File: config.mk
export PLATFORM = sky130hd
export DESIGN_NAME = vram_port_arbiter
export DESIGN_NICKNAME = d
export VERILOG_FILES = /design/src/rtl/vram_port_arbiter.sv
export SDC_FILE = /design/constraint.sdc
export NUM_CORES = 1
export LEC_CHECK = 0
export CAP_MARGIN = 20
export CORE_MARGIN = 3
export CORE_UTILIZATION = 44
export CTS_CLUSTER_DIAMETER = 30
export DETAILED_ROUTE_END_ITERATION = 8
export GPL_TIMING_DRIVEN = 1
export HOLD_SLACK_MARGIN = 0.08
export PLACE_DENSITY = 0.91
export SYNTH_ARGS = -nofsm -noshare
export SYNTH_HDL_FRONTEND = slang
export SYNTH_SLANG_ARGS = --single-unit
File: constraint.sdc
create_clock -name clk -period 2.42 [get_ports clk]
set_input_delay 0.605 -clock clk [delete_from_list [all_inputs] [get_ports clk]]
set_output_delay 0.605 -clock clk [all_outputs]
set_load 0.02 [all_outputs]
File: src/rtl/vram_port_arbiter.sv
// vram_port_arbiter: round-robin, burst-bounded sharing of the LcdVga video-RAM port between requesters A and B
//   clk, reset (async, active-low), frame_int (vblank pulse, forces next round to A)
//   req_x/we_x/addr_x/wdata_x -> gnt_x (registered grant), rdata_x/rvalid_x (routed read return), x in {a,b}
//   ram_ce/ram_wre/ram_ad/ram_din (registered RAM command), ram_dout (RAM read data, RD_LAT after ram_ce)
module vram_port_arbiter #(
    parameter int ADDR_W    = 12,
    parameter int DATA_W    = 16,
    parameter int MAX_BURST = 8,
    parameter int RD_LAT    = 1
) (
    input  logic              clk,
    input  logic              reset,
    input  logic              frame_int,
    input  logic              req_a,
    input  logic              we_a,
    input  logic [ADDR_W-1:0] addr_a,
    input  logic [DATA_W-1:0] wdata_a,
    output logic              gnt_a,
    output logic [DATA_W-1:0] rdata_a,
    output logic              rvalid_a,
    input  logic              req_b,
    input  logic              we_b,
    input  logic [ADDR_W-1:0] addr_b,
    input  logic [DATA_W-1:0] wdata_b,
    output logic              gnt_b,
    output logic [DATA_W-1:0] rdata_b,
    output logic              rvalid_b,
    output logic              ram_ce,
    output logic              ram_wre,
    output logic [ADDR_W-1:0] ram_ad,
    output logic [DATA_W-1:0] ram_din,
    input  logic [DATA_W-1:0] ram_dout
);
    localparam int CW = $clog2(MAX_BURST + 1);

    typedef enum logic [1:0] {IDLE, OWN_A, OWN_B} state_t;

    state_t            state, nxt;
    logic              rr_b;
    logic [CW-1:0]     burst_cnt;
    logic              cmd_b;
    logic [RD_LAT-1:0] tag_v, tag_b;
    logic              acc_a, acc_b, acc, own_b, req_x, req_o, last, leave;

    assign acc_a = req_a & gnt_a;
    assign acc_b = req_b & gnt_b;
    assign acc   = acc_a | acc_b;
    assign own_b = (state == OWN_B);
    assign req_x = own_b ? req_b : req_a;
    assign req_o = own_b ? req_a : req_b;
    assign last  = acc && (burst_cnt == CW'(MAX_BURST - 1)) && req_o;

    // A burst-limit handover passes through IDLE so every owner change has one
    // dead cycle; IDLE then picks the other side via rr_b (or A after frame_int).
    assign nxt = (state == IDLE) ? (!(req_a || req_b) ? IDLE :
                                    (req_b && (!req_a || rr_b)) ? OWN_B : OWN_A) :
                 (!req_x && req_o) ? (own_b ? OWN_A : OWN_B) :
                 (last || !req_x)  ? IDLE : (own_b ? OWN_B : OWN_A);
    assign leave = (state != IDLE) && (nxt != state);

    always_ff @(posedge clk or negedge reset) begin
        if (!reset) begin
            state     <= IDLE;
            gnt_a     <= 1'b0;
            gnt_b     <= 1'b0;
            rr_b      <= 1'b0;
            burst_cnt <= '0;
        end else begin
            state     <= nxt;
            gnt_a     <= (nxt == OWN_A);
            gnt_b     <= (nxt == OWN_B);
            burst_cnt <= leave ? '0 :
                         (acc && burst_cnt != CW'(MAX_BURST - 1)) ? burst_cnt + 1'b1 : burst_cnt;
            rr_b      <= frame_int ? 1'b0 : leave ? !own_b : rr_b;
        end
    end

    always_ff @(posedge clk or negedge reset) begin
        if (!reset) begin
            ram_ce   <= 1'b0;
            ram_wre  <= 1'b0;
            ram_ad   <= '0;
            ram_din  <= '0;
            cmd_b    <= 1'b0;
            tag_v    <= '0;
            tag_b    <= '0;
            rvalid_a <= 1'b0;
            rvalid_b <= 1'b0;
            rdata_a  <= '0;
            rdata_b  <= '0;
        end else begin
            ram_ce  <= acc;
            ram_wre <= acc & (acc_b ? we_b : we_a);
            if (acc) begin
                ram_ad  <= acc_b ? addr_b : addr_a;
                ram_din <= acc_b ? wdata_b : wdata_a;
                cmd_b   <= acc_b;
            end
            // tag_*[RD_LAT-1] lines up with ram_dout of the read issued RD_LAT cycles ago
            tag_v    <= RD_LAT'({tag_v, ram_ce & ~ram_wre});
            tag_b    <= RD_LAT'({tag_b, cmd_b});
            rvalid_a <= tag_v[RD_LAT-1] & ~tag_b[RD_LAT-1];
            rvalid_b <= tag_v[RD_LAT-1] & tag_b[RD_LAT-1];
            if (tag_v[RD_LAT-1] && !tag_b[RD_LAT-1]) rdata_a <= ram_dout;
            if (tag_v[RD_LAT-1] && tag_b[RD_LAT-1])  rdata_b <= ram_dout;
        end
    end
endmodule

### Yosys cells after proc, flatten, opt, wreduce, memory -nomap -nowiden

Index checks and enable logic that the tools add are counted.

* input port bits: 79
* logic and storage cells: 67
* output and inout bits: 66
* bits in latches: 0
* bits in registers: 76
* memories kept: 0
* bits in writable memories: 0
* bits in read-only memories: 0

* multiplexer cells: 16
* magnitude comparators: 0
* divide/modulo/power cells: 0
* shift operators: 0
* add/subtract/negate cells: 1
* bitwise gates (word level): 9
* equality and inequality tests: 6
* reductions and logical operators: 19
* multipliers: 0

Operator list (count)
* 16-bit 2-to-1 mux: 1
* 2-bit 2-to-1 mux: 7
* 12-bit 2-to-1 mux: 1
* 1-bit logical AND: 8
* 4-bit 2-to-1 mux: 2
* 1-bit bitwise AND: 6
* 2-bit nonzero test: 3
* 1-bit 2-to-1 mux: 5
* 4-bit by 1-bit adder with 4-bit output (second input constant): 1
* 2-bit == test (second input constant): 2
* 4-bit by 3-bit == test with 1-bit output (second input constant): 1
* 1-bit zero test: 4
* 4-bit by 3-bit != test with 1-bit output (second input constant): 1
* 1-bit logical OR: 3
* 2-bit by 1-bit == test with 1-bit output (second input constant): 1
* 2-bit zero test: 1
* 2-bit != test: 1
* 1-bit inverter: 2
* 1-bit OR: 1

### Logic depth before layout (Yosys ltp)

Gate-level depths: netlist of run 1.

* depth after elaboration: 12
* depth in mapped cells: 6
* depth with buffers taken out: 5

### Worst setup path after synthesis of run 1

OpenSTA, ideal clock, no wires.

* path kind: input -> register
* start: input port req_a
* end: register rr_b
* stages on the path: 5
* setup slack: 0.798 ns
* setup time: 0.067 ns
* data arrival time: 1.555 ns
* buffers on the path: 1
* required time: 2.353 ns
* path through: buf_2 -> a22oi_2 -> or3_1 -> o211ai_2 -> o221a_1

* longest elaborated chain between the ends: 11
* elaborated cells between the ends (all ways): 21
* those cells by class: 1 x eq/ne; 7 x mux; 2 x bitwise; 11 x reduce/logical

RTL lines
* from (decl): RTL line 14 `input logic req_a,`
* 1-bit bitwise AND: RTL line 45 `assign acc_a = req_a & gnt_a;`
* 1-bit OR: RTL line 47 `assign acc = acc_a | acc_b;`
* 1-bit logical AND (2 in series): RTL line 51 `assign last = acc && (burst_cnt == CW'(MAX_BURST - 1)) && req_o;`
* 1-bit logical OR: RTL line 58 `(last || !req_x) ? IDLE : (own_b ? OWN_B : OWN_A);`
* 2-bit 2-to-1 mux: RTL line 58
* 2-bit 2-to-1 mux: RTL line 57 `(!req_x && req_o) ? (own_b ? OWN_A : OWN_B) :`
* 2-bit 2-to-1 mux (*): RTL line 55 `assign nxt = (state == IDLE) ? (!(req_a || req_b) ? IDLE :`
* 2-bit != test (*): RTL line 59 `assign leave = (state != IDLE) && (nxt != state);`
* 1-bit logical AND (*): RTL line 59
* 2-bit nonzero test (no source line) (*)
* to (signal assigned): RTL line 74 `rr_b <= frame_int ? 1'b0 : leave ? !own_b : rr_b;`
* to (decl): RTL line 39 `logic rr_b;`

Mark *: on every way between the ends. The rest lies on a longest branch, timed or not.
A chain may end at the register's enable or synchronous reset.

### Worst setup path after layout of run 1

* start: register gnt_b
* end: output port gnt_b

RTL lines
* from (decl): RTL line 25 `output logic gnt_b,`
* from (signal assigned): RTL line 71 `gnt_b <= (nxt == OWN_B);`

No word-level cell between the ends.

==> results of run 1 <==
layout by cell type (no fill, tap or decap), types with 4 or more instances in the layout:
master,synthesis,routed
clkbuf_8,0,9
dfrtp_1,76,76
clkdlybuf4s50_1,0,143
a21oi_1,4,4
nand2_1,36,35
mux2i_1,29,29
o21ai_0,30,30
mux2_2,32,32
nor2_1,4,4
through the flow:
stage | utilization [%] | area, µm² | total power, mW
final | 71.34 | 4873 | 4.381
after global routing | 71.34 | 4873 | 4.598
after CTS | 71.34 | 4873 | 4.421
after detailed placement | 68.41 | 4673 | 3.450
after global placement | 68.41 | 4673 | 3.389
after floorplan | - | 3119 | 2.540
registers in the layout, summed over array words and instances, names as in the netlist:
signal,flops
ram_din,16
rdata_a,16
rdata_b,16
ram_ad,12
burst_cnt,4
state,2
cmd_b,1
gnt_a,1
gnt_b,1
ram_ce,1
ram_wre,1
rr_b,1
rvalid_a,1
rvalid_b,1
tag_b,1
tag_v,1
power breakdown:
group	switching [mW]	leakage [nW]	internal, mW
Sequential	0.181	0.925	1.60
Clock	0.482	0.0958	0.481
Combinational	0.772	1.19	0.871
per-layer routing:
metal	vias up	routed length [µm]	part of all wire, %	track usage, %
li1	1170	-	-	-
met1	1137	3288	43	24.03
met2	113	3649	47	31.55
met3	17	603	7.8	7.029
met4	0	172	2.2	7.908
met5	-	0	0	0
area by class of cell:
type / count / area, µm² / area share (%)
Sequential cell: 76 / 1902 / 39.02
Clock buffer: 9 / 123.9 / 2.542
Timing Repair Buffer: 148 / 1494 / 30.65
Inverter: 4 / 15.01 / 0.3081
Multi-Input combinational cell: 158 / 1142 / 23.44
Clock inverter: 7 / 76.32 / 1.566
Tap cell: 96 / 120.1 / 2.465
path summary, 6_finish.rpt:
kind	start	endpoint	slack, ns	cells after the start
min reg2reg	cmd_b	tag_b	0.39	0
max reg2reg	burst_cnt[0]	rr_b	0.78	5
max	gnt_b	gnt_b	0.37	1
max in group asynchronous	reset	rdata_b[3]	1.42	1
min	reset	rdata_a[15]	0.38	1
min in group clk	cmd_b	tag_b	0.39	0
cells by family after synthesis:
logic type               share of synthesized area (%)
AO/OA/AOI/OAI                                    7.220
AND/OR/NAND/NOR                                  7.782
adder cells (fa/ha/maj)                         0.4011
XOR/XNOR                                        0.2808
multiplexers                                     20.86
flip-flops                                       60.97
buffers and inverters                            2.487
==> impl_results.md, run 1 <==
- Die ar.: 8135 µm²
- DIE WIDTH: 90.20 µm
- CP max stage delay: 0.65 ns
- Layout cells sized above 1: 14.18%
- Total global-route track usage: 19.59%
- Main synth FF type: dfrtp_1
- CP bufs+invs: 1
- Top cells by area, synth: dfrtp_1 (61%), mux2_2 (12%), mux2i_1 (9.3%)
- CP delay by family, top: buffers and inverters
- Clock skew: 0.005634 ns
- CTS resizes: 0
- Initial antenna violation count: 0
- Filler cell count: 476
- # hold bufs at CTS: 0
- Max-cap violations: 0
- Synth async-reset ratio: 100.0%
- Synth Register Bits: 76
- Grt ovf: 0
- Gp weighted congestion: 0.8513
- Pins Over Slew Limit: 0
- Min Tclk post-route: 2.053 ns
- TritonRoute pass-1 iters: 4
- CTS HTree Levels: 3
- Clock root buffer: clkbuf_8
- Final Hold Viols: 0
- EDFF count, synth: 0
- Post-Syn Area per Cell: 12.43 µm²
- Initial Util: 45.66%
- Core Rows: 30
- Worst min-delay path class: input port to asynchronous set/reset pin
- Area leader, netlist: dfrtp_1
- Top-count cell post-synth: dfrtp_1
- Lkg Pwr: 2.208 nW
- Die height: 90.20 µm
- Fmax: 487.0 MHz
- Worst skew pair latency: 0.34 ns
- Vias per inst: 4.894
- Initial drt markers: 91
- Worst Max-Slew Pin Slew: 0.9283 ns
- Yosys cell types: 27
- DP Cell Count: 482
- CTS tree: built
- Total CTS buffers: 9
- Area of the core: 6832 µm²
- N_diodes: 0
- WL/cell: 15.49 µm
- Final setup viols: 0
- Pin count of the biggest net entering global routing: 77
- Slowest cell on crit path: clkdlybuf4s50_1
- Hpwl dp: 5.671 mm
- Final WS setup: 0.3667 ns
- Post-CTS setup buffer count: 0
- Clk slew on worst S/H paths: 0.08 ns
- Clk sinks: 76
- Post-Syn Area: 3119 µm²
- PD cells: 899.0 nW/µm²
- Fin Hold WS: 0.3790 ns
- Setup WS pre-CTS: 0.1993 ns
- Peak supply drop: 383.5 µV
- Final Non-Filler Cells: 498
- Drt total wl: 7.713 mm
- Post-synth net total: 331
- Most common library cells after synthesis: dfrtp_1 (76), nand2_1 (36), mux2_2 (32), o21ai_0 (30), mux2i_1 (29)
- Area Growth Syn to Fin: 56.24%
- CP Cell Sequence: clkdlybuf4s50_1
- CTS max path bufs: 2
- Post-synthesis sequential area ratio: 60.97%
- Cells after Synth: 251
- Worst relative slew slack: 38.11%
- Tcrit/Tclk final: 84.85%
- Worst Path Max Fanout: 4
- Fin Setup TNS: 0 ns
- Number of port buffers: 144
- First-pass GRT wire length: 12.45 mm
- Required @ worst endpoint: 1.81 ns
- I/O Pins: 145
- Antenna-violating nets left: 0
- RSZ-0062 raised after global routing: no
- Via count: 2,437
- YS warnings: 0
- Status: finished, final reports clean
- Vias in the first global route: 2,432
- Kind of critical path: flop to output pin
- Post-synth top area share: 60.97%
- Critical Path End Type: output pin
- Drt drc: 0
- Setup crit start kind: flop
- Nets: 477
- Critical path data arrival time: 1.45 ns
No activity file was read; power rests on OpenSTA's default activity.
==> run 2, diff against run 1 <==
CORE_UTILIZATION = 37   (was 44)
PLACE_DENSITY = 0.82   (was 0.91)
clock period = 1.8 ns   (was 2.42 ns; I/O delays follow)
==> impl_results.md, run 2 (synthesis gave the netlist of run 1 again) <==
- I/O Pins: 145
- Max-cap violations: 0
- Lkg Pwr: 2.577 nW
- Initial antenna violation count: 0
- CTS HTree Levels: 3
- Slowest cell on crit path: clkdlybuf4s50_1
- Peak supply drop: 494.3 µV
- Cell Area, Placed: 4816 µm²
- Gp weighted congestion: 0.7580
- Min Tclk post-route: 1.760 ns
- Final Instance Area: 5107 µm²
- Drt total wl: 7.590 mm
- Required @ worst endpoint: 1.35 ns
- Via count: 2,453
- Grt ovf: 0
- Total CTS buffers: 9
- CP delay by family, top: buffers and inverters
- Clk sinks: 76
- CTS max path bufs: 2
- Kind of critical path: flop to output pin
- Worst min-delay path class: flop to flop
- Initial Util: 39.15%
- Die height: 97.82 µm
- DP Cell Count: 501
- Fmax: 568.2 MHz
- Antenna-violating nets left: 0
- Fin Setup TNS: 0 ns
- Hpwl dp: 5.915 mm
- Pins Over Slew Limit: 0
- Setup crit start kind: flop
- Final WS setup: 0.04013 ns
- TritonRoute pass-1 iters: 4
- Tcrit/Tclk final: 97.77%
- Pin count of the biggest net entering global routing: 49
- CP Cell Sequence: clkdlybuf4s50_1
- Clk slew on worst S/H paths: 0.08 ns
- Worst skew pair latency: 0.33 ns
- Initial drt markers: 31
- Vias per inst: 4.736
- Setup WS pre-CTS: -0.1622 ns
- Core Rows: 32
- Number of port buffers: 144
- CP bufs+invs: 1
- Layout cells sized above 1: 16.83%
- CTS tree: built
- Total global-route track usage: 16.10%
- Final Hold Viols: 0
- Clock root buffer: clkbuf_8
- Area of the core: 7968 µm²
- Final setup viols: 0
- Final Non-Filler Cells: 518
- Core Util, Final: 64.10%
- Worst Path Max Fanout: 2
- Commonest non-fill, non-tap cell in the layout: clkdlybuf4s50_1
- Worst Max-Slew Pin Slew: 0.3725 ns
- DIE WIDTH: 97.82 µm
- CP max stage delay: 0.63 ns
- Worst relative slew slack: 75.12%
- Post-CTS setup buffer count: 0
- Critical Path End Type: output pin
- Critical path data arrival time: 1.31 ns
- First-pass GRT wire length: 12.54 mm
- Area Growth Syn to Fin: 63.74%
- Clock skew: 0.009621 ns
- PD cells: 1176 nW/µm²
- N_diodes: 0
- Drt drc: 0
- RSZ-0062 raised after global routing: no
- Die ar.: 9568 µm²
- Nets: 491
- Commonest non-fill, non-tap cells in the layout: clkdlybuf4s50_1 (117), dfrtp_1 (76), nand2_1 (35), mux2_2 (32), o21ai_0 (30)
- Largest registers: ram_din (16), rdata_a (16), rdata_b (16)
- Status: finished, final reports clean
- Vias in the first global route: 2,579
- WL/cell: 14.65 µm
-- run 2: final cells by class --
| cell class | count | area (µm²) |
|---|---|---|
| clock buffer | 10 | 137.6 |
| fill | 654 | 2860 |
| tap | 102 | 127.6 |
| sequential | 76 | 1902 |
| multi-input combinational | 158 | 1142 |
| timing repair buffer | 162 | 1697 |
| inverter | 4 | 15.01 |
| clock inverter | 6 | 86.33 |
-- run 2: per-stage QoR --
| step | power [mW] | hold WS (ns) |
|---|---|---|
| final | 6.006 | 0.3972 |
| after global routing | 6.323 | 0.4147 |
| after CTS | 6.117 | 0.3953 |
| after detailed placement | 4.670 | 0.3641 |
| after global placement | 4.597 | 0.3595 |
| after floorplan | 3.415 | 0.1544 |
-- run 2: worst register-to-register path: cells and delay by family (launching register included) --
family          cells  cell delay [ns]
flops               1             0.39
fa+ha+maj           1             0.23
compound gates      2             0.38
simple gates        2             0.55
-- run 2: routing by layer --
layer,global-route usage [%],part of all wire [%]
met1,19.40,42
met2,27.73,49
met3,4.929,7.7
met4,5.005,0.79
met5,0,0
-- run 2: final timing paths --
path                       slack, ns          from          to  cells past startpoint
max                             0.04     ram_ad[9]   ram_ad[9]                      1
min                             0.40         cmd_b       tag_b                      0
max reg2reg                     0.20  burst_cnt[0]        rr_b                      5
min reg2reg                     0.40         cmd_b       tag_b                      0
max in group asynchronous       0.74         reset   ram_ad[6]                      3
min in group asynchronous       0.54         reset  rdata_b[2]                      2
-- run 2: report_power, final --
part | total, mW | leakage [nW] | internal [mW] | switching (mW)
registers | 2.38 | 0.925 | 2.15 | 0.234
logic | 2.20 | 1.54 | 1.18 | 1.02
clock network | 1.43 | 0.113 | 0.819 | 0.608
-- run 2: repair_timing --
| item | CTS | global route |
|---|---|---|
| endpoints found under the hold margin | 21 | 0 |
| cloned | 0 | 0 |
| hold buffers | 1 | 0 |
| gates resized for setup | 2 | 24 |
| setup endpoints to repair | 2 | 24 |
